`config.mk`:
```
export PLATFORM = sky130hd
export DESIGN_NAME = uart_frame_arbiter
export DESIGN_NICKNAME = d
export VERILOG_FILES = /design/src/rtl/uart_frame_arbiter.sv
export SDC_FILE = /design/constraint.sdc
export NUM_CORES = 1
export LEC_CHECK = 0
export ABC_AREA = 1
export CAP_MARGIN = 20
export CORE_MARGIN = 1
export CORE_UTILIZATION = 30
export CTS_BUF_LIST = sky130_fd_sc_hd__clkbuf_4
export CTS_CLUSTER_DIAMETER = 120
export DETAILED_ROUTE_END_ITERATION = 8
export HOLD_SLACK_MARGIN = 0.1
export PLACE_DENSITY = 0.73
export SLEW_MARGIN = 20
export SYNTH_ARGS = -nofsm -noshare
export SYNTH_HDL_FRONTEND = slang
export SYNTH_SLANG_ARGS = --single-unit
```
`constraint.sdc`:
```
create_clock -name i_clock -period 2.7 [get_ports i_clock]
set_input_delay 0.54 -clock i_clock [delete_from_list [all_inputs] [get_ports i_clock]]
set_output_delay 0.54 -clock i_clock [all_outputs]
set_load 0.05 [all_outputs]
```
`src/rtl/uart_frame_arbiter.sv`:
```
// Round-robin arbiter sharing one UART frame transmitter among NUM_REQ sources.
// Optional `UART_ARB_TAG_EN replaces the top data byte with the grant index.
module uart_frame_arbiter #(
  parameter int NUM_REQ    = 4,
  parameter int DATA_WIDTH = 64
) (
  input  logic                          i_clock,
  input  logic                          i_reset,
  input  logic [NUM_REQ-1:0]            i_req,
  input  logic [NUM_REQ*DATA_WIDTH-1:0] i_data,
  output logic [NUM_REQ-1:0]            o_ack,
  output logic [NUM_REQ-1:0]            o_done,
  output logic                          o_busy,
  output logic                          o_tx_request,
  output logic [DATA_WIDTH-1:0]         o_tx_data,
  input  logic                          i_tx_busy,
  input  logic                          i_tx_done
);

  localparam int IDX_W = $clog2(NUM_REQ);

  typedef enum logic [1:0] {IDLE, ISSUE, WAIT_DONE} state_t;

  state_t                 state_reg;
  logic [IDX_W-1:0]       grant_reg;
  logic [IDX_W-1:0]       last_grant_reg;
  logic [IDX_W-1:0]       pick;
  logic                   pick_valid;
  logic [DATA_WIDTH-1:0]  req_word [NUM_REQ];
  logic [DATA_WIDTH-1:0]  frame_word;

  generate
    for (genvar gi = 0; gi < NUM_REQ; gi++) begin : g_unpack
      assign req_word[gi] = i_data[gi*DATA_WIDTH +: DATA_WIDTH];
    end
  endgenerate

  // Scan from the farthest offset down so the nearest requester after
  // last_grant_reg is the one that sticks.
  always_comb begin
    pick       = '0;
    pick_valid = 1'b0;
    for (int off = NUM_REQ; off >= 1; off--) begin
      if (i_req[(int'(last_grant_reg) + off) % NUM_REQ]) begin
        pick       = IDX_W'((int'(last_grant_reg) + off) % NUM_REQ);
        pick_valid = 1'b1;
      end
    end
  end

  always_comb begin
`ifdef UART_ARB_TAG_EN
    frame_word = {8'(pick), req_word[pick][DATA_WIDTH-9:0]};
`else
    frame_word = req_word[pick];
`endif
  end

  function automatic logic [NUM_REQ-1:0] onehot(input logic [IDX_W-1:0] idx);
    onehot      = '0;
    onehot[idx] = 1'b1;
  endfunction

  always_ff @(posedge i_clock or posedge i_reset) begin
    if (i_reset) begin
      state_reg      <= IDLE;
      grant_reg      <= '0;
      last_grant_reg <= IDX_W'(NUM_REQ - 1);
      o_ack          <= '0;
      o_done         <= '0;
      o_busy         <= 1'b0;
      o_tx_request   <= 1'b0;
      o_tx_data      <= '0;
    end else begin
      o_ack        <= '0;
      o_done       <= '0;
      o_tx_request <= 1'b0;
      case (state_reg)
        IDLE: begin
          if (pick_valid && !i_tx_busy) begin
            o_tx_data <= frame_word;
            o_ack     <= onehot(pick);
            grant_reg <= pick;
            o_busy    <= 1'b1;
            state_reg <= ISSUE;
          end
        end
        ISSUE: begin
          o_tx_request <= 1'b1;
          state_reg    <= WAIT_DONE;
        end
        WAIT_DONE: begin
          // Priority rotates only once the frame has actually gone out.
          if (i_tx_done) begin
            o_done         <= onehot(grant_reg);
            last_grant_reg <= grant_reg;
            o_busy         <= 1'b0;
            state_reg      <= IDLE;
          end
        end
        default: begin
          o_busy    <= 1'b0;
          state_reg <= IDLE;
        end
      endcase
    end
  end

endmodule

```
==> impl_metrics.ini, run 1 <==
[floorplan]
coreArea_mm2 = 0.0197
rows = 51
die_area_mm2 = 0.0208
die_h_um = 144
die_w_um = 144
io-pin-count = 338
initial_core_util_pct = 30.9

[critical_path]
worst_ep_required_time_ns = 3.04
r2r_cells = 14
cp_max_fo = 45
reg2reg_from = last_grant_reg[0]
cp-startpoint = last_grant_reg[0]
start_kind = flop
worstPathArrival_ns = 2.66
critPathCaptureType = flop
path_class = flop to flop

[worst_hold_path]
hp-start = o_tx_data[40]
hold-path-cell-count = 2
hold_class = flop to flop

[cts]
cts_buffer_depth = 2
cts_tree = built
clock_sinks = 80
cts_hold_buffers = 0
cts_resized = 0
cts_setup_buffers = 0
clkTransAtPathRegs_ns = 0.16
numCtsBuffers = 9
clockRootBuffer = clkbuf_4
cts_max_level = 3
insertion_delay_ns = 0.46

[grt]
grt_use_total_pct = 21.6
antenna_found_initial = 2
grt_max_degree = 76
overflow = 0
grt_pass1_vias = 6826
grt_pass1_wl_mm = 34.7

[pwr]
peakVddDrop_uv = 657
total_power_uw = 14000
p_leak_uw = 0.00531
powerDensity_mw_per_mm2 = 1420

[final_layout]
areaGrowthSynthToFinish_pct = 62.1
largest_register_ffs = 64
finish.utilization_pct = 50.1
fillCellCount = 2021
drive_above_1_share_pct = 3.70
stdcell_area_mm2 = 0.00986
finalNetCount = 1612
top_register = o_tx_data
reg_top3 = o_tx_data x64, o_ack x4, o_done x4

[placed_design]
place_congestion = 0.890
dp_hpwl_mm = 16.4
io_buffers = 337
placed_area_mm2 = 0.00971

[synth]
netlist_instances = 1048
yosys.cell_count.top_type = nand2_1
ys.flop_type = dfrtp_1
syn-num-nets = 1312
yosysTopAreaCellShare_pct = 32.6
ys_seq_area_share_pct = 33.0
synth_area_leaders = nand2_1 33%, dfrtp_1 32%, nand3_1 16%
ys_top_cells_by_count = 528 x nand2_1, 189 x nand3_1, 140 x inv_1, 78 x dfrtp_1, 40 x buf_2
avgSynthCellArea_um2 = 5.80
synth_area_mm2 = 0.00608
yosysWarnings = 0
yosysUniqueCellTypes = 25
synth_edf_count = 0
ys_ff_latch = 80
synth-async-reset-ratio_pct = 100
yosys.area.top_type = nand2_1

[timing]
finalSetupViolCount = 0
tns_ns = 0
rsz0062_at_grt = no
max-slew-margin-rel_pct = 58.7
clock_skew_ns = 0.0309
drv_slew = 0
hold_violations = 0
fmaxAchievable_mhz = 431
fin_crit_sh_pct = 85.9
worstMarginPinSlew_ns = 0.620
period_minus_slack_ns = 2.32

[run_status]
status = completed

[detailed_routing]
drc = 0
wl_per_cell_um = 13.8
drtIter0Drc = 347
routed_wirelength_mm = 22.4
drtPass1Iterations = 5
viasPerCell = 4.52
via_count = 7315
ant_nets = 0

[run]
maxCapViolCount = 0
cell families after synthesis:
| logic type | synth area share, % |
|---|---|
| and+or+nand+nor | 50.2 |
| AOI/OAI and AO/OA | 1.81 |
| DFF | 33.0 |
| buffers and inverters | 15.1 |
worst max-delay path, stage by stage, from the launching register on:
cell and delay [ns]:
dfstp_2 0.67, inv_4 0.08, nand2_1 0.06, nand2_1 0.06, nand2_1 0.09, nand2_1 0.09, nand2_2 0.11, nand2_1 0.09
nand2_4 0.10, buf_4 0.39, nand3_1 0.12, nand3_1 0.11, nand2_1 0.06, nand2_1 0.05, nand2_1 0.06
metal layers:
layer | part of all wire (%) | global-route usage, %
met1 | 42 | 25.9
met2 | 48 | 36.3
met4 | 2.5 | 9.58
met3 | 8.3 | 5.40
met5 | 0 | 0
final cells by class:
type	count	area, µm²	share of cell area [%]
tap	265	332	3.36
clock buffer	9	67.6	0.686
antenna	2	5.00	0.0508
multi-input combinational	756	3190	32.3
inverter	145	548	5.56
clock inverter	7	72.6	0.736
timing repair buffer	356	3640	36.9
sequential	80	2000	20.3
report_power, final:
group          switching, µW  internal, µW
Sequential               327          1770
Clock                    468           282
Combinational           7300          3810
Total                   8100          5860
per-stage QoR:
step           std cells  hold WS (ns)  worst slack [ns]
6_report            1620         0.492             0.381
5_1_grt             1619         0.512             0.103
4_1_cts             1618         0.490             0.387
3_5_place_dp        1602         0.464            0.0970
3_3_place_gp        1602         0.461             0.149
2_1_floorplan       1048         0.446             0.112
cell usage in the layout, fill, tap and decap left out, types with 3 or more instances in the layout:
cell	netlist	layout
nor3_1	3	3
inv_1	140	139
clkdlybuf4s50_1	0	337
nand3_1	189	189
clkinv_4	0	3
nor2_1	10	10
dfrtp_1	78	78
o21ai_0	3	3
buf_4	4	9
a21boi_1	8	8
inv_2	4	4
clkbuf_4	0	9
buf_12	0	10
nand2_1	528	528
final timing paths:
check	to	slack, ns
min in group asynchronous	o_tx_data[6]	0.51
hold / removal	o_tx_data[40]	0.49
max in group asynchronous	o_tx_data[13]	1.71
setup / recovery	o_tx_data[13]	0.38
hold reg to reg	o_tx_data[40]	0.49
setup reg to reg	o_tx_data[13]	0.38
(Power assumes the default switching activity.)
==> run 2, diff against run 1 <==
Settings changed: SKIP_CTS_REPAIR_TIMING from default to 1.
==> results of run 2 <==
Same layout as run 1: the final DEF is identical, and so are final timing and power.
==> run 3, diff against run 2 <==
Settings changed: SETUP_SLACK_MARGIN from default to 0.5.
==> impl_metrics.ini, run 3 (synthesis gave the netlist of run 1 again) <==
[run_status]
status = completed

[pwr]
powerDensity_mw_per_mm2 = 1690
p_leak_uw = 0.00723
peakVddDrop_uv = 721

[timing]
tns_ns = 0
finalSetupViolCount = 0
rsz0062_at_grt = yes
max-slew-margin-rel_pct = 61.0
fin_ws_ns = 0.415
worstMarginPinSlew_ns = 0.584
fin_crit_sh_pct = 84.6
fmaxAchievable_mhz = 438
drv_slew = 0
period_minus_slack_ns = 2.28
hold_violations = 0
clock_skew_ns = 0.0182

[detailed_routing]
top_layer_used = met4
ant_nets = 0
drc = 0
dr_wl_met2_mm = 15.2
drtIter0Drc = 550
wl_per_cell_um = 18.3
wl_met1_mm = 11.8
routed_wirelength_mm = 31.0
drtPass1Iterations = 7
viasPerCell = 4.95
via_count = 8397
wl_met3_mm = 2.87

[grt]
grt_max_degree = 81
grt_pass1_wl_mm = 34.9
grt_pass1_vias = 6894
antenna_found_initial = 1
grt_use_total_pct = 21.7
overflow = 0

[critical_path]
critPathCaptureType = flop
start_kind = flop
worstPathArrival_ns = 2.70
cp_max_fo = 7
path_class = flop to flop
worst_ep_required_time_ns = 3.12

[placed_design]
place_congestion = 0.843
dp_hpwl_mm = 16.7
dp_slack_ns = 0.0737
placed_area_mm2 = 0.00979
io_buffers = 337

[final_layout]
finish.utilization_pct = 61.5
drive_above_1_share_pct = 17.4
largest_register_ffs = 64
layout_common_cells = 458 x nand2_1, 263 x clkdlybuf4s50_1, 143 x nand3_1
areaGrowthSynthToFinish_pct = 98.8
top_register = o_tx_data
stdcell_area_mm2 = 0.0121
finalNetCount = 1690
reg_top3 = o_tx_data x64, o_ack x4, o_done x4
layout_commonest_cell = nand2_1

[cts]
clkTransAtPathRegs_ns = 0.16
cts_tree = built
numCtsBuffers = 9
insertion_delay_ns = 0.48
clock_sinks = 80
cts_max_level = 3
cts_buffer_depth = 2
clockRootBuffer = clkbuf_4

[floorplan]
io-pin-count = 338
rows = 51
die_area_mm2 = 0.0208
coreArea_mm2 = 0.0197
initial_core_util_pct = 30.9
die_h_um = 144
die_w_um = 144

[worst_hold_path]
hold_class = flop to flop

[run]
maxCapViolCount = 0
==> run 3: changes by cell type in the layout (fill, tap and decap cells not counted), moves of 42 or more <==
cell             change
clkdlybuf4s50_1     -74
dlymetal6s2s_1      +74
nand2_1             -70
nand2_2             +45
nand3_1             -46
nand3_2             +42
==> run 3: worst max-delay path, cell delays in order, from the launching register on <==
cell,delay (ns)
dfstp_2,0.65
clkinv_4,0.14
nand2_4,0.09
nand3_2,0.09
nand2_2,0.10
inv_2,0.05
nand2_4,0.09
nand3_4,0.17
buf_6,0.19
nand2_8,0.14
clkbuf_16,0.19
nand2_1,0.05
nand2_1,0.05
nand2_1,0.07
nand2_1,0.06
nand2_1,0.04
nand2_1,0.05
==> run 3: metrics by stage <==
stage	hold slack (ns)	cells	power, µW
after global routing	0.504	1698	21600
after floorplan	0.446	1048	10100
after global placement	0.460	1605	13500
after CTS	0.494	1621	14400
final	0.490	1698	20500
after detailed placement	0.464	1605	13600
==> run 3: cell type report <==
class	instances	area (µm²)
diodes	2	5.00
flip-flops and latches	80	2000
fillers	1699	7570
well taps	265	332
clock inverters	7	68.8
clock buffers	9	67.6
repair buffers	431	5210
multi-input cells	759	3840
inverters	145	563
==> run 3: layer usage <==
metal / vias to the layer above / track usage (%)
li1: 3953 / -
met2: 456 / 37.9
met4: 0 / 9.97
met1: 3898 / 25.1
met5: - / 0
met3: 90 / 5.00
==> run 3: report_power, final <==
group	switching (µW)	internal [µW]
logic	10200	7430
clock network	543	220
registers	312	1770
==> run 3: path summary, 6_finish.rpt <==
path,startpoint,endpoint,slack [ns],cells after the start
worst max-delay path,last_grant_reg[0],o_tx_data[42],0.42,16
worst min-delay path,o_tx_data[57],o_tx_data[57],0.49,2
worst max register to register,last_grant_reg[0],o_tx_data[42],0.42,16
worst min register to register,o_tx_data[57],o_tx_data[57],0.49,2
max in group asynchronous,i_reset,o_tx_data[54],1.83,3
min in group asynchronous,i_reset,o_done[1],0.52,3
